===== src/rtl/mdr_mem_if.sv =====
// Memory data register with a variable-latency memory handshake.
// The register loads straight from the internal bus, or runs one read/write transaction.
// Reads extract byte/halfword/word lanes, with optional sign extension.
// Writes replicate the low bytes of data_out across every lane and drive byte enables.
module mdr_mem_if #(
   parameter int unsigned DATA_W      = 32,
   parameter int unsigned OFF_W       = 2,
   parameter int unsigned TIMEOUT     = 16,
   parameter bit          ALIGN_CHECK = 1'b1
) (
   input  logic                clk,
   input  logic                clr,
   input  logic [DATA_W-1:0]   bus_data_in,
   input  logic                load_bus,
   input  logic                rd_start,
   input  logic                wr_start,
   input  logic [1:0]          size,
   input  logic                sign_ext,
   input  logic [OFF_W-1:0]    byte_off,
   input  logic [DATA_W-1:0]   mem_rdata,
   input  logic                mem_ack,
   output logic                mem_req,
   output logic                mem_we,
   output logic [DATA_W-1:0]   mem_wdata,
   output logic [DATA_W/8-1:0] mem_be,
   output logic [DATA_W-1:0]   data_out,
   output logic                busy,
   output logic                done,
   output logic                err
);

   localparam int unsigned BE_W  = DATA_W / 8;
   // The counter only has to reach TIMEOUT-1; the abort happens on the edge after that.
   localparam int unsigned CNT_W = (TIMEOUT > 1) ? $clog2(TIMEOUT) : 1;
   localparam logic [CNT_W-1:0] CNT_LAST = CNT_W'((TIMEOUT == 0) ? 0 : TIMEOUT - 1);

   typedef enum logic [1:0] {StIdle, StRdWait, StWrWait} state_e;

   state_e            state_q;
   logic [CNT_W-1:0]  cnt_q;
   logic [1:0]        size_q;
   logic              sign_q;
   logic [OFF_W-1:0]  off_q;

   // Access width in bytes for a size code.
   function automatic int unsigned size_bytes(input logic [1:0] sz);
      unique case (sz)
         2'b00:   return 1;
         2'b01:   return 2;
         2'b10:   return 4;
         default: return BE_W;
      endcase
   endfunction

   function automatic logic misaligned(input logic [1:0] sz, input logic [OFF_W-1:0] off);
      unique case (sz)
         2'b00:   return 1'b0;
         2'b01:   return off[0];
         2'b10:   return off[1:0] != 2'b00;
         default: return off != '0;
      endcase
   endfunction

   function automatic logic [BE_W-1:0] lane_mask(input logic [1:0] sz,
                                                 input logic [OFF_W-1:0] off);
      logic [BE_W-1:0] m;
      unique case (sz)
         2'b00:   m = BE_W'(4'h1);
         2'b01:   m = BE_W'(4'h3);
         2'b10:   m = BE_W'(4'hF);
         default: m = '1;
      endcase
      return m << off;
   endfunction

   // Lane k of the write data carries byte (k mod access-width) of the register.
   function automatic logic [DATA_W-1:0] replicate(input logic [1:0] sz,
                                                   input logic [DATA_W-1:0] d);
      logic [DATA_W-1:0] w;
      int unsigned n;
      w = '0;
      n = size_bytes(sz);
      for (int unsigned i = 0; i < BE_W; i++) begin
         w[8*i +: 8] = d[8*(i % n) +: 8];
      end
      return w;
   endfunction

   // Shift the addressed lanes down, keep the access width, and fill the rest.
   function automatic logic [DATA_W-1:0] extract(input logic [1:0] sz, input logic sx,
                                                 input logic [OFF_W-1:0] off,
                                                 input logic [DATA_W-1:0] rdata);
      logic [DATA_W-1:0] sh;
      logic [DATA_W-1:0] keep;
      logic              sbit;
      sh = rdata >> {off, 3'b000};
      unique case (sz)
         2'b00:   begin keep = DATA_W'(8'hFF);         sbit = sh[7];  end
         2'b01:   begin keep = DATA_W'(16'hFFFF);      sbit = sh[15]; end
         2'b10:   begin keep = DATA_W'(32'hFFFF_FFFF); sbit = sh[31]; end
         default: begin keep = '1;                     sbit = 1'b0;   end
      endcase
      return (sh & keep) | ((sx && sbit) ? ~keep : '0);
   endfunction

   // Transaction FSM; every output is a register.
   always_ff @(posedge clk or posedge clr) begin
      if (clr) begin
         state_q   <= StIdle;
         cnt_q     <= '0;
         size_q    <= 2'b00;
         sign_q    <= 1'b0;
         off_q     <= '0;
         data_out  <= '0;
         mem_req   <= 1'b0;
         mem_we    <= 1'b0;
         mem_wdata <= '0;
         mem_be    <= '0;
         busy      <= 1'b0;
         done      <= 1'b0;
         err       <= 1'b0;
      end else begin
         done <= 1'b0;
         err  <= 1'b0;
         case (state_q)
            StIdle: begin
               if (rd_start || wr_start) begin
                  size_q <= size;
                  sign_q <= sign_ext;
                  off_q  <= byte_off;
                  cnt_q  <= '0;
                  if (ALIGN_CHECK && misaligned(size, byte_off)) begin
                     err <= 1'b1;
                  end else begin
                     mem_req <= 1'b1;
                     mem_we  <= !rd_start;
                     mem_be  <= lane_mask(size, byte_off);
                     busy    <= 1'b1;
                     if (rd_start) begin
                        state_q <= StRdWait;
                     end else begin
                        mem_wdata <= replicate(size, data_out);
                        state_q   <= StWrWait;
                     end
                  end
               end else if (load_bus) begin
                  data_out <= bus_data_in;
               end
            end
            StRdWait, StWrWait: begin
               if (mem_ack) begin
                  if (state_q == StRdWait) begin
                     data_out <= extract(size_q, sign_q, off_q, mem_rdata);
                  end
                  mem_req <= 1'b0;
                  mem_we  <= 1'b0;
                  mem_be  <= '0;
                  busy    <= 1'b0;
                  done    <= 1'b1;
                  state_q <= StIdle;
               end else if (TIMEOUT != 0 && cnt_q == CNT_LAST) begin
                  mem_req <= 1'b0;
                  mem_we  <= 1'b0;
                  mem_be  <= '0;
                  busy    <= 1'b0;
                  err     <= 1'b1;
                  state_q <= StIdle;
               end else if (TIMEOUT != 0) begin
                  cnt_q <= cnt_q + 1'b1;
               end
            end
            default: state_q <= StIdle;
         endcase
      end
   end

endmodule


===== config.mk =====
export PLATFORM = sky130hd
export DESIGN_NAME = mdr_mem_if
export DESIGN_NICKNAME = d
export VERILOG_FILES = /design/src/rtl/mdr_mem_if.sv
export SDC_FILE = /design/constraint.sdc
export NUM_CORES = 1
export LEC_CHECK = 0
export ABC_AREA = 1
export CORE_MARGIN = 2
export CORE_UTILIZATION = 52
export DETAILED_ROUTE_END_ITERATION = 8
export PLACE_DENSITY = 0.95
export SYNTH_ARGS = -nofsm -noshare
export SYNTH_HDL_FRONTEND = slang
export SYNTH_SLANG_ARGS = --single-unit

===== constraint.sdc =====
create_clock -name clk -period 4.44 [get_ports clk]
set_clock_uncertainty 0.05 [all_clocks]
set_input_delay 0.888 -clock clk [delete_from_list [all_inputs] [get_ports clk]]
set_output_delay 0.888 -clock clk [all_outputs]
set_load 0.02 [all_outputs]

* After elaboration in Yosys (flattened, before gate mapping)
Index checks and enable logic that the tools add are counted.
Storage, ports and cells: flip-flop bits (word level) 83, input bits 75, output and inout bits 73, word-level logic and storage cells 114
Operators by class: $add $sub $neg 1, divide/modulo/power cells 4, equal/unequal tests 15, shift-type cells 6, multiplexer cells 56, bitwise logic cells 5, reduce and logical (&&, ||, !) cells 15
Operator list (count):
- $mux W32 | 12
- $shiftx A32 B33 Y8 | 4
- $pmux W32 S2 | 2
- $mod A2 B32 Y32 const A | 2
- $mux W4 | 10
- $and A32 B32 Y32 | 1
- $mod A0 B32 Y32 | 1
- $mod A1 B32 Y32 const A | 1
- $not A32 Y32 | 1
- $or A32 B32 Y32 | 1
- $shr A32 B5 Y32 | 1
- $pmux W4 S2 | 3
- $mux W1 | 17
- $ne A2 B2 Y1 const B | 8
- $reduce_and A4 Y1 | 3
- $mux W2 | 5
- $pmux W1 S2 | 4
- $eq A2 B1 Y1 const B | 3
- $logic_not A2 Y1 | 3
- $pmux W3 S2 | 1
- $reduce_and A5 Y1 | 1
- $add A4 B1 Y4 const B | 1
- $eq A2 B2 Y1 const B | 2
- $eq A4 B4 Y1 const B | 1
- other kinds (12) | 14

* Depth between registers and ports, before layout
word-level depth 11, mapped depth 21, gate-level depth less buffers 20

* Worst setup path before layout
OpenSTA, ideal clock, no wires.
path kind input port to flip-flop, from input port size[1], to register mem_wdata[1], setup time 117 ps, arrival 3295 ps, required time 4273 ps, path slack 977 ps, cell stages on the path 20, path buffers 2, cell sequence inv_1 -> nand2_1 -> ha_1 -> inv_1 -> clkbuf_1 -> ha_1 -> inv_1 -> nand3_1 -> nor2_2 -> nor2_2 -> nand2_1 -> o21ai_1 -> nor2_1 -> nand4_1 -> buf_4 -> nand2_1 -> nand2_1 -> nand3_1 -> nand3_1 -> nand2_1
Between the ends: longest elaborated chain between the ends 8, elaborated cells between the ends (all ways) 14, those cells by class div (1); eq/ne (1); shift (1); mux (8); bitwise (1); reduce/logical (2)
RTL lines:
- from (decl) | line 17 | input logic [1:0] size,
- $eq A2 B1 Y1 or $logic_not A2 Y1 (tied branches) | line 47, 56
- $pmux W3 S2 | line 47 | unique case (sz)
- $mux W32 | line 139 | if (rd_start) begin
- $mux W32 | line 132 | if (ALIGN_CHECK && misaligned(size, byte_off)) begin
- $mux W32 | line 127 | if (rd_start || wr_start) begin
- $mux W32 | line 125 | case (state_q)
- $mod A0 B32 Y32 | line 84 | w[8*i +: 8] = d[8*(i % n) +: 8];
- $shiftx A32 B33 Y8 | line 84
- to (signal assigned) | line 142 | mem_wdata <= replicate(size, data_out);
- to (decl) | line 24 | output logic [DATA_W-1:0] mem_wdata,
Parallel ways exist; a longest one is shown, timed or not. The select of a mux whose other input is x is not followed. A chain may end at the register's enable or synchronous reset.

* Worst setup path after layout
from input port size[1], to register mem_wdata[3]
Same word-level chain as after synthesis.

==> reports/metrics.yaml <==
status: "finished clean"
syn-num-nets: 797
vias_per_cell: 5.81
worst_slack_ns: 0.312
avgRoutedWirePerCell_um: 17.1
synthArstFlopShare_pct: 100
period_needed_ns: 4.13
cp-startpoint: "size[1]"
crit_arrival_ns: 4.39
startpoint_type: "input pin"
synth-edff-count: 0
vias: 5678
num_io_pins: 148
cts-buffers-inserted: 9
required_ns: 4.70
grt_overflow: 0
clock-root-buffer: "clkbuf_8"
gr-usage-all-layers_pct: 33.0
cts_tree: "yes"
regArea_um2: 2080
dr.pass1.iters: 9
crit_path_max_fanout: 19
worstHoldStart: "mem_wdata[9]"
ys_types: 28
rrSetupSlack_ns: 1.33
tns_ns: 0
r2r_end: "data_out[27]"
path_delay_family: "simple AND/OR/NAND/NOR gates"
die_w_um: 103
slew_viol_final: 0
worst_skew_pair.late_latency_ns: 0.36
core_area_um2: 9640
synth.area.top_cells: "dfrtp_1 41%, nand2_1 11%, o21ai_0 10%, nand3_1 7.6%, inv_1 5.7%"
crit_top_cell: "nand2_1"
dp.cells: 961
cap_viol_max_count: 0
ys.flop_type: "dfrtp_1"
synth_area_um2: 5110
slew_headroom_pct: 31.1
final.fill_count: 808
syn_inst: 712
hold_viol_final: 0
drtAntennaViolNets: 0
antenna_found_initial: 0
drt_iter0_drc: 375
area.growth.synth_to_final_pct: 34.2
nNetsFinal: 925
antennaDiodeCount: 0
cellPowerDensity_nw_per_um2: 688
place_ws_ns: 0.0121
crit_slowest_cell: "clkdlybuf4s50_1"
yosysWarnings: 0
worst_slew_pin_slew_ns: 1.03
reg2reg_depth: 12
multi_input_area_um2: 2570
drive_above_1_share_pct: 4.62
clock.fmax_mhz: 242
clkSlewWorstSetupHoldPaths_ns: 0.09
setup_viol: 0
h-tree-depth: 3
worstPathCellList: "clkdlybuf4s50_1 > inv_1 > nand2_1 > ha_1 > inv_1 > ha_1 > inv_2 > nand3_1 > nor2_2 > nor2_2 > nand2_1 > o21ai_1 > nor2_1 > nand4_1 > buf_4 > nor4_4 > buf_4 > nand3_1 > nand2_1"
yosys-top-cells-count: "153 x nand2_1, 103 x o21ai_0, 83 x dfrtp_1, 78 x nand3_1, 77 x inv_1"
rows: 36
fin_cells: 978
initial_core_util_pct: 53.1
grt_pass1_wl_mm: 27.1
crit_type: "input pin to flop"
synth_top_area_share_pct: 40.6
drc_errors: 0
port_buffers: 147
reg2reg_from: "off_q[0]"
chipHeight_um: 103
cts_sinks: 83
hold_depth: 2
gp_congestion: 1.00
hold_path_class: "flop to flop"
p_leak_nw: 3.07
min_to: "mem_wdata[9]"
die_area_um2: 10600
max_stage_delay_ns: 0.56
avgSynthCellArea_um2: 7.18
synth_most_common_cell: "nand2_1"
routed_wl_mm: 16.7
critPathCaptureType: "flop"
grt_max_degree: 84
peakVddDrop_mv: 0.352
period_share_pct: 93.0
cts_hold_buf: 0
ys_ff_latch: 83
grt_pass1_vias: 5365
clockBufferDepth: 2
seq_area_frac_synth_pct: 40.6
post-dp-hpwl_mm: 12.4
synth_top_area_cell: "dfrtp_1"
critical_path_buf_inv_count: 6
hold_slack_ns: 0.441
-- per-layer routing --
metal	up-vias	wire length, um	track usage, %
met1	2609	6800	45.2
met2	360	7770	51.5
met3	48	1600	6.98
li1	2661	-	-
met5	-	0	0
met4	0	514	12.7
-- sequential cells by signal (all words and copies together), names as in the netlist, 2 cells and up --
signal     count
off_q          2
size_q         2
mem_be         4
state_q        2
cnt_q          4
mem_wdata     32
data_out      32
-- through the flow --
stage | utilization [%] | area, um^2 | power [W]
2_1_floorplan | - | 5110 | 0.00305
4_1_cts | 71.1 | 6860 | 0.00468
3_3_place_gp | 69.4 | 6690 | 0.00412
3_5_place_dp | 69.4 | 6690 | 0.00419
5_1_grt | 71.2 | 6860 | 0.00507
6_report | 71.2 | 6860 | 0.00472
-- tightest hold or removal path, cell delays in order (launching register included) --
cell     delay (ns)
dfrtp_1        0.35
nand2_1        0.06
nand2_1        0.05
-- cell usage in the layout (no fill, tap or decap), types with 4 or more instances in the layout --
master	synthesis	routed
a21oi_1	44	44
a31oi_1	7	7
buf_4	2	11
clkbuf_8	0	9
clkdlybuf4s50_1	0	147
clkinvlp_4	0	4
dfrtp_1	83	83
ha_1	10	10
inv_1	77	76
inv_2	5	5
nand2_1	153	153
nand3_1	78	78
nand4_1	11	11
nor2_1	36	36
nor3_1	7	7
o211ai_1	38	38
o21ai_0	103	103
-- final cells by class --
| type | count | share of cell area [%] |
|---|---|---|
| flip-flops and latches | 83 | 30.3 |
| clock buffers | 11 | 1.91 |
| well taps | 133 | 2.42 |
| repair buffers | 159 | 22.9 |
| multi-input cells | 505 | 37.4 |
| inverters | 82 | 4.50 |
| clock inverters | 5 | 0.565 |
-- report_power, final --
| group | leakage (nW) | internal [W] | switching, W |
|---|---|---|---|
| Sequential | 1.04 | 0.00109 | 0.000384 |
| Combinational | 1.96 | 0.00108 | 0.00167 |
| Clock | 0.0722 | 0.000206 | 0.000291 |
| Total | 3.07 | 0.00238 | 0.00234 |
-- cell families after synthesis --
kind of cell | synth area share [%]
flip-flops | 40.6
adder cells (fa/ha/maj) | 2.45
buffers and inverters | 9.35
XOR/XNOR | 0.171
AO/OA/AOI/OAI | 22.5
AND/OR/NAND/NOR | 24.9
-- repair_timing --
| item | 4_1_cts | 5_1_grt |
|---|---|---|
| gates resized for setup | 0 | 0 |
| setup endpoints to repair | 0 | 6 |
| setup buffers | 0 | 1 |
-- worst max path at each step --
stage                               to  depth (start not counted)
after global placement    mem_wdata[3]                         18
final                     mem_wdata[3]                         19
after CTS                 mem_wdata[3]                         18
after detailed placement  mem_wdata[3]                         18
after floorplan           mem_wdata[1]                         20
after global routing      mem_wdata[3]                         19
Note: power is estimated with default switching activity, not from simulation.
